**src/rtl/div.sv**
```systemverilog
// Sequential signed fixed-point divider: q = round(a * 2^SHIFT / b), saturated to Q_WIDTH bits.
// Restoring division on magnitudes, one quotient bit per cycle, valid/ready on both sides.
module div #(
    parameter int unsigned A_WIDTH = 16,
    parameter int unsigned B_WIDTH = 16,
    parameter int unsigned Q_WIDTH = 16,
    parameter int unsigned SHIFT   = 14
) (
    input  logic               clk,
    input  logic               rst_n,
    input  logic               s_valid,
    output logic               s_ready,
    input  logic [A_WIDTH-1:0] a,
    input  logic [B_WIDTH-1:0] b,
    output logic               m_valid,
    input  logic               m_ready,
    output logic [Q_WIDTH-1:0] q,
    output logic               err_ovf,
    output logic               err_dbz
);

    localparam int unsigned ITER = A_WIDTH + SHIFT + 1;
    localparam int unsigned CW   = $clog2(ITER);
    localparam int unsigned RW   = B_WIDTH + 1;

    localparam logic [ITER-1:0]    MAG_MAX = ITER'((64'd1 << (Q_WIDTH - 1)) - 64'd1);
    localparam logic [ITER-1:0]    MAG_MIN = ITER'(64'd1 << (Q_WIDTH - 1));
    localparam logic [Q_WIDTH-1:0] Q_MAX   = {1'b0, {(Q_WIDTH - 1){1'b1}}};
    localparam logic [Q_WIDTH-1:0] Q_MIN   = {1'b1, {(Q_WIDTH - 1){1'b0}}};

    typedef enum logic [1:0] {StIdle, StCalc, StFinal, StDone} state_e;

    state_e             state_q, state_d;
    logic [CW-1:0]      cnt_q, cnt_d;
    logic [RW-1:0]      rem_q, rem_d;
    logic [ITER-1:0]    dq_q, dq_d;
    logic [B_WIDTH-1:0] bmag_q, bmag_d;
    logic               neg_q, neg_d;
    logic               zero_b_q, zero_b_d;
    logic               a_neg_q, a_neg_d;
    logic [Q_WIDTH-1:0] q_q, q_d;
    logic               err_ovf_q, err_ovf_d;
    logic               err_dbz_q, err_dbz_d;
    logic               s_ready_q, s_ready_d;
    logic               m_valid_q, m_valid_d;

    logic [A_WIDTH-1:0] amag;
    logic [RW:0]        trial;
    logic [RW:0]        bext;
    logic               qbit;
    logic [ITER-1:0]    mag;
    logic [Q_WIDTH-1:0] mag_lo;

    always_comb begin
        state_d   = state_q;
        cnt_d     = cnt_q;
        rem_d     = rem_q;
        dq_d      = dq_q;
        bmag_d    = bmag_q;
        neg_d     = neg_q;
        zero_b_d  = zero_b_q;
        a_neg_d   = a_neg_q;
        q_d       = q_q;
        err_ovf_d = err_ovf_q;
        err_dbz_d = err_dbz_q;
        qbit      = 1'b0;

        amag   = a[A_WIDTH-1] ? (~a + A_WIDTH'(1)) : a;
        // dq_q shifts dividend bits out of the top and quotient bits in at the bottom
        trial  = {rem_q, dq_q[ITER-1]};
        bext   = {2'b00, bmag_q};
        // Q2 holds one extra fractional bit; adding one then dropping it rounds half up
        mag    = ITER'(({1'b0, dq_q} + (ITER + 1)'(1)) >> 1);
        mag_lo = Q_WIDTH'(mag);

        case (state_q)
            StIdle: begin
                if (s_ready_q && s_valid) begin
                    bmag_d   = b[B_WIDTH-1] ? (~b + B_WIDTH'(1)) : b;
                    neg_d    = a[A_WIDTH-1] ^ b[B_WIDTH-1];
                    zero_b_d = (b == '0);
                    a_neg_d  = a[A_WIDTH-1];
                    rem_d    = '0;
                    dq_d     = {amag, {(SHIFT + 1){1'b0}}};
                    cnt_d    = CW'(ITER - 1);
                    state_d  = StCalc;
                end
            end
            StCalc: begin
                if (trial >= bext) begin
                    rem_d = RW'(trial - bext);
                    qbit  = 1'b1;
                end else begin
                    rem_d = RW'(trial);
                end
                dq_d = {dq_q[ITER-2:0], qbit};
                if (cnt_q == '0) begin
                    state_d = StFinal;
                end else begin
                    cnt_d = cnt_q - CW'(1);
                end
            end
            StFinal: begin
                err_dbz_d = 1'b0;
                if (zero_b_q) begin
                    q_d       = a_neg_q ? Q_MIN : Q_MAX;
                    err_ovf_d = 1'b0;
                    err_dbz_d = 1'b1;
                end else if (!neg_q && (mag > MAG_MAX)) begin
                    q_d       = Q_MAX;
                    err_ovf_d = 1'b1;
                end else if (neg_q && (mag > MAG_MIN)) begin
                    q_d       = Q_MIN;
                    err_ovf_d = 1'b1;
                end else begin
                    q_d       = neg_q ? (~mag_lo + Q_WIDTH'(1)) : mag_lo;
                    err_ovf_d = 1'b0;
                end
                state_d = StDone;
            end
            StDone: begin
                if (m_ready) begin
                    state_d = StIdle;
                end
            end
            default: state_d = StIdle;
        endcase

        // Handshake outputs are registered so s_valid/m_ready never reach an output directly
        s_ready_d = (state_d == StIdle);
        m_valid_d = (state_d == StDone);
    end

    always_ff @(posedge clk or negedge rst_n) begin
        if (!rst_n) begin
            state_q   <= StIdle;
            cnt_q     <= '0;
            rem_q     <= '0;
            dq_q      <= '0;
            bmag_q    <= '0;
            neg_q     <= 1'b0;
            zero_b_q  <= 1'b0;
            a_neg_q   <= 1'b0;
            q_q       <= '0;
            err_ovf_q <= 1'b0;
            err_dbz_q <= 1'b0;
            s_ready_q <= 1'b0;
            m_valid_q <= 1'b0;
        end else begin
            state_q   <= state_d;
            cnt_q     <= cnt_d;
            rem_q     <= rem_d;
            dq_q      <= dq_d;
            bmag_q    <= bmag_d;
            neg_q     <= neg_d;
            zero_b_q  <= zero_b_d;
            a_neg_q   <= a_neg_d;
            q_q       <= q_d;
            err_ovf_q <= err_ovf_d;
            err_dbz_q <= err_dbz_d;
            s_ready_q <= s_ready_d;
            m_valid_q <= m_valid_d;
        end
    end

    assign s_ready = s_ready_q;
    assign m_valid = m_valid_q;
    assign q       = q_q;
    assign err_ovf = err_ovf_q;
    assign err_dbz = err_dbz_q;

endmodule
```
**config.mk**
```make
export PLATFORM = sky130hd
export DESIGN_NAME = div
export DESIGN_NICKNAME = d
export VERILOG_FILES = /design/src/rtl/div.sv
export SDC_FILE = /design/constraint.sdc
export NUM_CORES = 1
export LEC_CHECK = 0
export BUFFER_PORTS_ARGS = -buffer_cell sky130_fd_sc_hd__buf_2
export CAP_MARGIN = 5
export CORE_ASPECT_RATIO = 2
export CORE_UTILIZATION = 50
export DETAILED_ROUTE_END_ITERATION = 7
export PLACE_DENSITY = 0.75
export SETUP_SLACK_MARGIN = 0.3
export SYNTH_ARGS = -nofsm -noshare
export SYNTH_HDL_FRONTEND = slang
export SYNTH_SLANG_ARGS = --single-unit
```
**constraint.sdc**
```tcl
create_clock -name clk -period 5.4 [get_ports clk]
set_clock_uncertainty 0.15 [all_clocks]
set_input_delay 1.08 -clock clk [delete_from_list [all_inputs] [get_ports clk]]
set_output_delay 1.08 -clock clk [all_outputs]
set_load 0.05 [all_outputs]
```
==> flow_summary.json <==
{
  "outcome": "finished clean",
  "clock_path_buffers": 2,
  "grt_pass1_vias": 5822,
  "grt-ovfl-total": 0,
  "syn_inst": 787,
  "drv_cap": 0,
  "slew-limit-headroom": 0.171,
  "die_x_um": 82.9,
  "cts_sinks": 94,
  "p_sw_w": 0.00241,
  "initial_core_util": 0.516,
  "place_congestion": 0.920,
  "nNetsFinal": 872,
  "drt_drc_violations_left": 0,
  "finalSetupViolCount": 0,
  "dr.pass1.iters": 5,
  "drtIter0Drc": 327,
  "tritoncts": "done",
  "slew_viol_final": 0,
  "tns_ns": 0,
  "io_buffer_count": 55,
  "period_minus_slack_ns": 3.73,
  "path_class": "register to register",
  "dieArea_mm2": 0.0136,
  "die_h_um": 164,
  "cp-start-kind": "register",
  "p_leak_nw": 3.09,
  "seq_area_frac_synth": 0.359,
  "powerDensity_mw_per_mm2": 703,
  "power.internal_w": 0.00268,
  "insertion_delay_ns": 0.35,
  "rsz0062_at_grt": "false",
  "clk_transition_reported_paths_ns": 0.07,
  "postCtsHoldBufs": 0,
  "drive_gt1_frac": 0.127,
  "wire_per_inst_um": 16.8,
  "viasPerCell": 6.02,
  "coreArea_mm2": 0.0127,
  "ys.flop_type": "dfrtp_1",
  "p_comb_frac": 0.565,
  "syn_area_mm2": 0.00655,
  "seqPwrFrac": 0.279,
  "synth_fp_nets": 846,
  "fin_cells": 969,
  "irDropWorstVdd_mv": 0.434,
  "power_frac_clock": 0.155,
  "h-tree-depth": 3,
  "pre_cts_ws_ns": 1.71,
  "track_usage": 0.247,
  "fin_ws_ns": 1.67,
  "cp.arrival_ns": 3.83,
  "pin_count": 56,
  "dpl.hpwl_um": 12100,
  "syn_avg_cell_area_um2": 8.32,
  "ys_ff_latch": 94,
  "grt_max_degree": 59,
  "timing.critical_path.fanout_max": 30,
  "clockRootBuffer": "clkbuf_16",
  "cts_resized": 0,
  "worstMarginPinSlew_ns": 1.24,
  "crit_path_end_kind": "register",
  "yosysWarnings": 0,
  "hold_viol": 0,
  "grt_first_pass_wirelength_um": 27100,
  "placed_cell_area_mm2": 0.00687,
  "detail-route-antenna-nets": 0,
  "num_rows": 58,
  "numCtsBuffers": 9,
  "dpl.cell_count": 952,
  "final_area_mm2": 0.00724,
  "crit_required_ns": 5.51,
  "num_vias": 5834,
  "timing.fmax_mhz": 268,
  "swShare": 0.473,
  "hold_class": "register to register",
  "area_growth_pct": 10.6,
  "whs_ns": 0.317,
  "timing.final.crit_share": 0.690,
  "async_flop_share": 1.00,
  "cts_setup_buffers": 0,
  "wirelength_um": 16200,
  "grt_antenna_before_repair": 1,
  "synth_cell_types": 69,
  "synth_edf_count": 0
}
==> Yosys cell counts (3+ instances only) <==
library cell  count  area share
a211o_1           3      0.0040
a211oi_1         11       0.013
a21o_1            3      0.0034
a21oi_1          10      0.0076
a22oi_1          15       0.017
a311oi_1          3      0.0040
a31o_2            4      0.0053
a31oi_1           6      0.0057
and2_1            5      0.0048
and3_1            8      0.0076
buf_1             4      0.0023
buf_2             4      0.0031
clkbuf_1         33       0.019
dfrtp_1          94        0.36
ha_1             22       0.042
inv_1            33       0.019
mux2i_1          10       0.015
nand2_1         104       0.060
nand2b_1          9      0.0086
nand3_1          39       0.030
nand4_1          12       0.011
nor2_1           49       0.028
nor2b_1           7      0.0067
nor3_1           16       0.012
nor3b_1           3      0.0034
nor4_1           16       0.015
o211ai_1          8      0.0092
o21a_1            6      0.0069
o21ai_0         102       0.078
o31a_2            4      0.0061
o31ai_1          13       0.015
o41ai_1           7      0.0094
or2_2             4      0.0038
or3_1             8      0.0076
or3_2             3      0.0034
or4_1             7      0.0080
xnor2_1          30       0.040
xor2_1           36       0.048
==> flip-flops by register name, summed over array words and instances (netlist names) <==
register and flops:
s_ready 1, rem_q 17, m_valid 1, a_neg_q 1, state_q 2, err_ovf 1, neg_q 1, bmag_q 16
dq_q 31, zero_b_q 1, q 16, cnt_q 5, err_dbz 1
==> metal layers <==
metal / global-route usage / share of wire
met1: 0.243 / 0.37
met4: 0.132 / 0.047
met5: 0 / 0
met3: 0.0352 / 0.027
met2: 0.488 / 0.56
==> final cells by class <==
type	count	area, um^2
multi-input cells	614	3880
diodes	1	2.50
clock inverters	5	129
clock buffers	11	243
flip-flops and latches	94	2350
well taps	150	188
fillers	1144	5460
repair buffers	61	323
inverters	33	124
==> logic make-up after synthesis <==
kind of cell,synth area share
and+or+nand+nor,0.228
AOI/OAI and AO/OA,0.212
DFF,0.359
buffers and inverters,0.0504
xor gates and xnor gates,0.0883
adders and majority gates,0.0451
muxes,0.0170
==> critical path: stages, from the launching register on <==
cell      delay, ns
dfrtp_1        0.39
inv_1          0.06
ha_1           0.22
fa_1           0.38
nor2b_1        0.23
o31a_1         0.23
o211ai_1       0.16
a31o_2         0.25
o221ai_2       0.96
nand2_1        0.25
a31o_2         0.28
o211ai_1       0.08
==> per-stage QoR <==
stage                      util  total power [W]
after floorplan               -          0.00362
after global placement    0.541          0.00422
after detailed placement  0.541          0.00427
after CTS                 0.570          0.00509
after global routing      0.570          0.00552
final                     0.570          0.00509
==> path summary, 6_finish.rpt <==
| path | from | endpoint | slack [ns] | cells past startpoint |
|---|---|---|---|---|
| worst max-delay path | dq_q[30]$_DFFE_PN0P_ | rem_q[9]$_DFFE_PN0P_ | 1.67 | 11 |
| worst min-delay path | err_dbz$_DFFE_PN0N_ | err_dbz$_DFFE_PN0N_ | 0.32 | 2 |
| worst max register to register | dq_q[30]$_DFFE_PN0P_ | rem_q[9]$_DFFE_PN0P_ | 1.67 | 11 |
| worst min register to register | err_dbz$_DFFE_PN0N_ | err_dbz$_DFFE_PN0N_ | 0.32 | 2 |
| max in group asynchronous | rst_n | dq_q[28]$_DFFE_PN0P_ | 3.49 | 2 |
| min in group asynchronous | rst_n | q[2]$_DFFE_PN0N_ | 0.64 | 1 |
==> layout by cell type, fill, tap and decap left out, types with 3 or more instances in the layout <==
master / n
o211ai_1: 8
a31o_2: 4
or3_2: 3
dfrtp_1: 94
inv_1: 33
bufinv_16: 4
or3_1: 8
xor2_1: 36
nor3_1: 16
and2_1: 5
clkbuf_16: 9
nor2_1: 49
nor4_1: 16
o21a_1: 6
o21ai_0: 102
nor3b_1: 3
ha_1: 22
nand3_1: 38
or2_2: 4
and3_1: 8
a22oi_1: 15
a211o_1: 3
mux2i_1: 10
nand2_1: 104
o31a_2: 4
a31oi_1: 6
a211oi_1: 11
nand4_1: 12
o31ai_1: 13
nand2b_1: 9
or4_1: 7
xnor2_1: 30
a21oi_1: 10
buf_4: 7
a21o_1: 3
o41ai_1: 7
nor2b_1: 6
a311oi_1: 3
buf_2: 54
==> power groups by stage <==
stage / Clock (W) / Combinational [W] / Sequential [W]
global route: 0.000827 / 0.00322 / 0.00147
detailed placement: 0 / 0.00285 / 0.00143
floorplan: 0 / 0.00214 / 0.00148
finish: 0.000791 / 0.00288 / 0.00142
global placement: 0 / 0.00280 / 0.00142
CTS: 0.000803 / 0.00287 / 0.00141
Note: power is estimated with default switching activity, not from simulation.
